File: src/rtl/reg_scoreboard_pkg.sv
// Shared constants and sizing helpers for the GPR write scoreboard.
package reg_scoreboard_pkg;

  localparam int unsigned REG_IDX_W = 5;
  localparam int unsigned NREG      = 32;
  localparam logic [REG_IDX_W-1:0] ZERO_REG = 5'd0;

  function automatic int unsigned CNT_MAX(input int unsigned cntW);
    return (32'd1 << cntW) - 32'd1;
  endfunction

  // Sized to hold the worst-case total of every tracked counter at its maximum.
  function automatic int unsigned OUT_W(input int unsigned nReg, input int unsigned cntW);
    return $clog2((nReg - 1) * CNT_MAX(cntW) + 1);
  endfunction

endpackage

File: src/rtl/sb_counter.sv
// Per-register pending-write counter: up on issue, down on retire, cleared by flush.
module sb_counter
  import reg_scoreboard_pkg::*;
#(
  parameter int unsigned CNT_W = 2
) (
  input  logic             CLK,
  input  logic             RSTn,
  input  logic             inc,
  input  logic             dec,
  input  logic             clr,
  output logic [CNT_W-1:0] cnt,
  output logic             underflow
);

  localparam logic [CNT_W-1:0] CntMax = CNT_W'(CNT_MAX(CNT_W));

  // A simultaneous issue and retire cancel, so only a lone retire can underflow.
  assign underflow = dec && !inc && !clr && (cnt == '0);

  always_ff @(posedge CLK) begin
    if (!RSTn || clr) begin
      cnt <= '0;
    end else if (inc && !dec) begin
      if (cnt != CntMax) cnt <= cnt + CNT_W'(1);
    end else if (dec && !inc) begin
      if (cnt != '0) cnt <= cnt - CNT_W'(1);
    end
  end

endmodule

File: src/rtl/reg_scoreboard.sv
// Tracks in-flight GPR writes and stalls ID on RAW hazards or a full per-register counter.
module reg_scoreboard
  import reg_scoreboard_pkg::*;
#(
  parameter int unsigned NREG      = 32,
  parameter int unsigned CNT_W     = 2,
  parameter bit          WB_BYPASS = 1'b1,
  localparam int unsigned OutW     = OUT_W(NREG, CNT_W)
) (
  input  logic                 CLK,
  input  logic                 RSTn,
  input  logic                 id_valid,
  input  logic [REG_IDX_W-1:0] id_rs,
  input  logic [REG_IDX_W-1:0] id_rt,
  input  logic                 id_use_rs,
  input  logic                 id_use_rt,
  input  logic                 id_wr_en,
  input  logic [REG_IDX_W-1:0] id_rd,
  input  logic                 wb_valid,
  input  logic [REG_IDX_W-1:0] wb_rd,
  input  logic                 flush,
  output logic                 stall,
  output logic                 issue,
  output logic [OutW-1:0]      outstanding,
  output logic                 err_underflow
);

  localparam logic [CNT_W-1:0] CntMax = CNT_W'(CNT_MAX(CNT_W));
  localparam logic [CNT_W-1:0] CntOne = CNT_W'(1);

  logic [CNT_W-1:0] cnt [NREG];
  logic [NREG-1:0]  incVec;
  logic [NREG-1:0]  decVec;
  logic [NREG-1:0]  uflowVec;

  // Register 0 is hardwired and never tracked.
  assign cnt[0]      = '0;
  assign incVec[0]   = 1'b0;
  assign decVec[0]   = 1'b0;
  assign uflowVec[0] = 1'b0;

  for (genvar r = 1; r < NREG; r++) begin : gCnt
    assign incVec[r] = issue && id_wr_en && (id_rd == REG_IDX_W'(r));
    assign decVec[r] = wb_valid && (wb_rd == REG_IDX_W'(r));

    sb_counter #(
      .CNT_W(CNT_W)
    ) uCnt (
      .CLK      (CLK),
      .RSTn     (RSTn),
      .inc      (incVec[r]),
      .dec      (decVec[r]),
      .clr      (flush),
      .cnt      (cnt[r]),
      .underflow(uflowVec[r])
    );
  end

  logic rsHit, rtHit, rdHit;
  logic rawRs, rawRt, wawFull;
  logic incAny, decAny;

  always_comb begin
    rsHit = wb_valid && (wb_rd == id_rs) && (id_rs != ZERO_REG);
    rtHit = wb_valid && (wb_rd == id_rt) && (id_rt != ZERO_REG);
    rdHit = wb_valid && (wb_rd == id_rd) && (id_rd != ZERO_REG);

    // A retire of the last pending write can forward through WB this same cycle.
    rawRs = id_use_rs && (id_rs != ZERO_REG) && (cnt[id_rs] != '0) &&
            !(WB_BYPASS && rsHit && (cnt[id_rs] == CntOne));
    rawRt = id_use_rt && (id_rt != ZERO_REG) && (cnt[id_rt] != '0) &&
            !(WB_BYPASS && rtHit && (cnt[id_rt] == CntOne));
    wawFull = id_wr_en && (id_rd != ZERO_REG) && (cnt[id_rd] == CntMax) && !rdHit;

    stall = id_valid && (rawRs || rawRt || wawFull);
    issue = id_valid && !stall;

    incAny = issue && id_wr_en && (id_rd != ZERO_REG);
    // A retire counts unless it hits an empty counter with no matching issue.
    decAny = wb_valid && (wb_rd != ZERO_REG) &&
             ((cnt[wb_rd] != '0) || (incAny && (id_rd == wb_rd)));
  end

  always_ff @(posedge CLK) begin
    if (!RSTn || flush) begin
      outstanding <= '0;
    end else begin
      outstanding <= outstanding + OutW'(incAny) - OutW'(decAny);
    end
  end

  always_ff @(posedge CLK) begin
    if (!RSTn) begin
      err_underflow <= 1'b0;
    end else if (|uflowVec) begin
      err_underflow <= 1'b1;
    end
  end

endmodule

File: config.mk
export PLATFORM = sky130hd
export DESIGN_NAME = reg_scoreboard
export DESIGN_NICKNAME = d
export VERILOG_FILES = /design/src/rtl/reg_scoreboard_pkg.sv /design/src/rtl/sb_counter.sv /design/src/rtl/reg_scoreboard.sv
export SDC_FILE = /design/constraint.sdc
export NUM_CORES = 1
export LEC_CHECK = 0
export CAP_MARGIN = 10
export CORE_MARGIN = 5
export CORE_UTILIZATION = 40
export CTS_CLUSTER_DIAMETER = 40
export DETAILED_ROUTE_END_ITERATION = 16
export HOLD_SLACK_MARGIN = 0.08
export RECOVER_POWER = 100
export SLEW_MARGIN = 20
export SYNTH_ARGS = -nofsm -noshare
export SYNTH_HDL_FRONTEND = slang
export SYNTH_SLANG_ARGS = --single-unit
File: constraint.sdc
create_clock -name CLK -period 8.8 [get_ports CLK]
set_input_delay 2.64 -clock CLK [delete_from_list [all_inputs] [get_ports CLK]]
set_output_delay 2.64 -clock CLK [all_outputs]
set_load 0.02 [all_outputs]
==> results of run 1 <==
metal layers:
metal | track usage | share of wire | routed length (µm)
met5 | 0 | 0 | 0
met4 | 0.1066 | 0.038 | 894
met1 | 0.3328 | 0.43 | 10090
met2 | 0.3692 | 0.44 | 10410
met3 | 0.06077 | 0.097 | 2305
final timing paths:
kind | slack, ns | cells after the start | startpoint | endpoint
worst max-delay path | 0.27 | 9 | id_rs[2] | issue
worst min-delay path | 0.53 | 2 | err_underflow | err_underflow
worst max register to register | 3.47 | 11 | gCnt[22].uCnt.cnt[1] | err_underflow
worst min register to register | 0.53 | 2 | err_underflow | err_underflow
sequential cells by signal (all words and copies together), names as in the netlist:
| name | cells |
|---|---|
| outstanding | 7 |
| gCnt.uCnt.cnt | 62 |
| err_underflow | 1 |
area by class of cell:
type                       count  area, µm²
fill                        1691       8986
multi-input combinational    746       4803
sequential                    70       1401
timing repair buffer          56      521.8
tap                          220      275.3
clock buffer                   9      225.2
inverter                      32      120.1
clock inverter                 7      73.82
through the flow:
step,setup slack [ns],utilization
detailed placement,0.3703,0.4350
CTS,0.3501,0.4532
floorplan,1.400,-
finish,0.2664,0.4523
global route,0.09170,0.4523
global placement,0.4103,0.4350
synth_stat cells (all sizes together), types with 5 or more instances:
cell type and number:
nor3 38, nand2 98, nand4 15, buf 23
a22oi 5, dfxtp 70, mux2 11, o21bai 5
nand3b 9, a21oi 65, nor2 98, and3 13
and2 8, o21ai 81, o311ai 5, mux4 27
o211ai 8, a21o 8, nand2b 22, inv 32
nand3 42, xor2 15, nor4 11, or3 10
mux2i 28, clkbuf 37, xnor2 6, nor2b 16
ha 7, a31oi 21, a211oi 27
cell families after synthesis:
logic type | share of synthesized area
muxes | 0.1533
xor gates and xnor gates | 0.02786
buffers and inverters | 0.05876
AOI/OAI and AO/OA | 0.2407
DFF | 0.2123
and+or+nand+nor | 0.2907
adders and majority gates | 0.01630
worst max-delay path, stage by stage:
cell and delay (ns):
dlygate4sd3_1 0.70, buf_4 0.24, mux2_2 0.34, mux4_2 0.48
nor3b_1 0.22, a311oi_1 0.11, nor4_4 0.34, and2_0 0.20
clkdlybuf4s50_1 0.62
power groups by stage:
| stage | Clock (W) | Combinational, W | Sequential, W |
|---|---|---|---|
| final | 0.000374 | 0.000182 | 0.000326 |
| after CTS | 0.000381 | 0.000185 | 0.000327 |
| after detailed placement | 0 | 0.000183 | 0.000334 |
| after global placement | 0 | 0.000183 | 0.000334 |
| after global routing | 0.000398 | 0.000197 | 0.000327 |
| after floorplan | 0 | 0.000121 | 0.000338 |
==> flow_metrics.py, run 1 <==
metrics = {
    "global_routing": {
        "overflow": 0,
        "track_usage": 0.2449,
        "grt_pass1_wl_mm": 37.29,
        "grt_max_degree": 64,
        "antenna_found_initial": 0,
        "grt_pass1_vias": 6580,
    },
    "clock_network": {
        "post_cts.repair.setup_buffers": 0,
        "cts_tree": "yes",
        "cts_htree_levels": 3,
        "holdBufCountCts": 0,
        "root_buffer": "clkbuf_16",
        "cts_buffers": 9,
        "cts.sinks": 70,
        "clockBufferDepth": 2,
        "clk_pin_slew_ns": 0.06,
        "cts_resized": 0,
        "clock_latency_ns": 0.35,
    },
    "min_path": {
        "hold_path.class": "register to register",
    },
    "place": {
        "io_buffers": 37,
        "dpl.cell_count": 1124,
        "place_area_mm2": 0.007137,
        "gp_congestion": 1.014,
        "hpwl_mm": 17.88,
    },
    "route": {
        "drc": 0,
        "vias_per_cell": 6.239,
        "num_vias": 7112,
        "firstDrtPassIters": 5,
        "wire_per_inst_um": 20.79,
        "drt-total-wl_mm": 23.70,
        "final_antenna_net_count": 0,
        "drt_iter0_markers": 816,
    },
    "power": {
        "ir_worst_vdd_v": 0.00009850,
        "power.internal_w": 0.0006148,
        "pwr-share-comb": 0.206,
        "seqPwrFrac": 0.370,
        "power_w": 0.0008825,
        "swShare": 0.3033,
        "p_per_area_mw_per_mm2": 118.9,
        "power_switching_w": 0.0002677,
        "clkPwrFrac": 0.424,
        "total_leakage_power_nw": 2.446,
    },
    "timing": {
        "finalHoldViolations": 0,
        "clock_skew_ns": 0.009055,
        "setup_viol": 0,
        "max-slew-margin-rel": 0.1302,
        "worstMarginPinSlew_ns": 1.305,
        "max_freq_ghz": 0.1172,
        "min_period_ns": 8.534,
        "slew_viol_final": 0,
        "holdWs_ns": 0.5257,
        "min_period_over_period": 0.9697,
        "rsz0062_at_grt": "no",
        "tns_ns": 0,
    },
    "cells_and_area": {
        "final_cells": 1140,
        "drive_gt1_frac": 0.08478,
        "area_growth_pct": 12.41,
        "design_area_mm2": 0.007421,
        "nNetsFinal": 951,
        "diodes": 0,
        "mostFrequentLayoutCells": "98 x nand2_1, 98 x nor2_1, 80 x o21ai_0",
    },
    "floorplanning": {
        "core_area_mm2": 0.01641,
        "num_rows": 47,
        "dieHeight_um": 138.5,
        "die_area_mm2": 0.01917,
        "start_util": 0.4023,
        "ioPinCount": 38,
        "die-width_um": 138.5,
    },
    "synthesis": {
        "yosysTopAreaCell": "dfxtp_1",
        "synth_top_area_share": 0.2123,
        "synth-seq-cells": 70,
        "yosys_warnings": 0,
        "async_flop_share": 0,
        "ys_seq_area_frac": 0.2123,
        "mappedNetlistArea_mm2": 0.006601,
        "syn_inst": 908,
        "synth_area_leaders": "dfxtp_1 21%, mux4_2 9.2%, o21ai_0 6.0%",
        "syn_avg_cell_area_um2": 7.270,
        "syn_nets": 944,
        "synth_edf_count": 0,
        "ys.flop_type": "dfxtp_1",
        "synth_cell_type_count": 65,
    },
    "setup_path": {
        "worstPathArrival_ns": 5.89,
        "cp_max_fo": 11,
        "critPathKind": "primary input to output pin",
        "critPathLaunchType": "primary input",
        "required_ns": 6.16,
        "endpoint_kind": "output pin",
    },
    "status": {
        "status": "finished clean",
    },
    "job": {
        "maxCapViolations": 0,
    },
}
Note: power is estimated with default switching activity, not from simulation.
==> inputs of run 2 (changes only) <==
--- a/config.mk
+++ b/config.mk
@@ -7,11 +7,12 @@
 export LEC_CHECK = 0
 export CAP_MARGIN = 10
 export CORE_MARGIN = 5
-export CORE_UTILIZATION = 40
+export CORE_UTILIZATION = 27
 export CTS_CLUSTER_DIAMETER = 40
 export DETAILED_ROUTE_END_ITERATION = 16
 export HOLD_SLACK_MARGIN = 0.08
 export RECOVER_POWER = 100
+export SKIP_CTS_REPAIR_TIMING = 1
 export SLEW_MARGIN = 20
 export SYNTH_ARGS = -nofsm -noshare
 export SYNTH_HDL_FRONTEND = slang
==> run 2 against run 1 <==
- worst setup slack improved by 0.078 ns
- largest power group unchanged
- design area rose by 1.9%
- combinational power rose by 3%
- highest routed layer unchanged
- global-route usage fell by 7.2 points
- die area rose by 44%
- clock skew fell by 0.0015 ns
- fmax rose by 0.93%
- routed wire length rose by 2.7%
==> flow_metrics.py, run 2 (synthesis results as in run 1) <==
metrics = {
    "power": {
        "swShare": 0.2917,
        "seqPwrFrac": 0.367,
        "power_switching_w": 0.0002596,
        "clkPwrFrac": 0.423,
        "total_leakage_power_nw": 2.449,
        "p_per_area_mw_per_mm2": 117.7,
        "ir_worst_vdd_v": 0.00008674,
        "power.internal_w": 0.0006303,
        "pwr-share-comb": 0.210,
    },
    "global_routing": {
        "grt_pass1_vias": 6545,
        "track_usage": 0.1730,
        "grt_max_degree": 64,
        "antenna_found_initial": 0,
        "grt_pass1_wl_mm": 38.30,
        "overflow": 0,
    },
    "floorplanning": {
        "die_area_mm2": 0.02768,
        "num_rows": 57,
        "core_area_mm2": 0.02418,
        "dieHeight_um": 166.4,
        "die-width_um": 166.4,
        "start_util": 0.2730,
        "ioPinCount": 38,
    },
    "clock_network": {
        "root_buffer": "clkbuf_16",
        "clock_latency_ns": 0.35,
        "cts_htree_levels": 3,
        "cts_tree": "yes",
        "cts.sinks": 70,
        "clockBufferDepth": 2,
        "cts_buffers": 9,
        "clk_pin_slew_ns": 0.05,
    },
    "cells_and_area": {
        "diodes": 0,
        "nNetsFinal": 952,
        "seq_area_mm2": 0.001401,
        "final_core_util": 0.3128,
        "nFillCells": 2622,
        "drive_gt1_frac": 0.08360,
        "largest_reg_flops": 62,
        "mostFrequentLayoutCells": "98 x nand2_1, 98 x nor2_1, 80 x o21ai_0",
        "largest-register": "gCnt.uCnt.cnt",
        "multi_input_area_mm2": 0.004803,
        "area_growth_pct": 14.56,
        "reg_top3": "gCnt.uCnt.cnt (62), outstanding (7), err_underflow (1)",
    },
    "job": {
        "maxCapViolations": 0,
    },
    "setup_path": {
        "cp_cell_sequence": "dlygate4sd3_1 > buf_4 > mux4_2 > inv_1 > a21oi_1 > a211oi_1 > o21ai_0 > nor4_4 > and2_1 > clkdlybuf4s50_1",
        "cp_max_fo": 11,
        "crit_family": "buffers and inverters",
        "required_ns": 6.16,
        "cp.depth": 10,
        "critPathKind": "primary input to output pin",
        "crit_buf_inv": 4,
        "critPathLaunchType": "primary input",
        "endpoint_kind": "output pin",
        "worstPathArrival_ns": 5.82,
        "rr_worst_depth": 12,
        "worst_path_largest_cell_delay_ns": 0.80,
        "crit_slowest_cell": "dlygate4sd3_1",
        "r2r_slack_ns": 3.31,
    },
    "timing": {
        "worstMarginPinSlew_ns": 1.422,
        "max_freq_ghz": 0.1183,
        "max-slew-margin-rel": 0.05220,
        "rsz0062_at_grt": "no",
        "min_period_ns": 8.455,
        "finalHoldViolations": 0,
        "tns_ns": 0,
        "min_period_over_period": 0.9608,
        "slew_viol_final": 0,
        "setup_viol": 0,
        "clock_skew_ns": 0.007546,
    },
    "place": {
        "hpwl_mm": 18.86,
        "io_buffers": 37,
        "gp_congestion": 0.9907,
    },
    "route": {
        "drt-total-wl_mm": 24.34,
        "drt_iter0_markers": 919,
        "final_antenna_net_count": 0,
        "drc": 0,
        "vias_per_cell": 5.696,
        "wire_per_inst_um": 19.55,
        "firstDrtPassIters": 6,
        "num_vias": 7091,
    },
    "min_path": {
        "hold_path.class": "register to register",
        "hold_depth": 2,
    },
    "status": {
        "status": "finished clean",
    },
}
## run 2: metal layers
| layer | part of all wire | up-vias | GRT usage |
|---|---|---|---|
| met5 | 0 | - | 0 |
| met4 | 0.034 | 0 | 0.06297 |
| met3 | 0.095 | 53 | 0.04070 |
| met2 | 0.43 | 351 | 0.2550 |
| met1 | 0.45 | 3314 | 0.2459 |
| li1 | - | 3373 | - |
## run 2: area by class of cell
class | instances | area share
clock inverter | 3 | 0.005625
inverter | 32 | 0.01588
clock buffer | 13 | 0.03441
sequential | 70 | 0.1853
timing repair buffer | 57 | 0.06999
multi-input combinational | 746 | 0.6352
tap | 324 | 0.05361
## run 2: power by group through the flow
stage	clock network, W	registers (W)	logic (W)
detailed placement	0	0.000334	0.000187
CTS	0.000387	0.000327	0.000188
global route	0.000400	0.000327	0.000201
finish	0.000377	0.000327	0.000187
floorplan	0	0.000338	0.000121
global placement	0	0.000333	0.000186
## run 2: worst paths after layout
path,startpoint,to
hold / removal,err_underflow,err_underflow
hold reg to reg,err_underflow,err_underflow
setup / recovery,id_rs[1],issue
setup reg to reg,gCnt[22].uCnt.cnt[1],err_underflow
## run 2: through the flow
stage	power [W]	hold WS, ns	worst slack (ns)	instances	instance area (µm²)
after floorplan	0.0004588	0.4690	1.400	908	6601
after global placement	0.0005197	0.5094	0.4089	1229	7274
after detailed placement	0.0005205	0.5149	0.3676	1229	7274
after CTS	0.0009015	0.5285	0.3601	1245	7577
after global routing	0.0009280	0.5684	0.1198	1245	7562
final	0.0008900	0.5321	0.3448	1245	7562
## run 2: tightest hold or removal path, cell delays in order (launching register included)
cell and delay [ns]:
dfxtp_1 0.36, nand2_1 0.07, o21ai_1 0.05
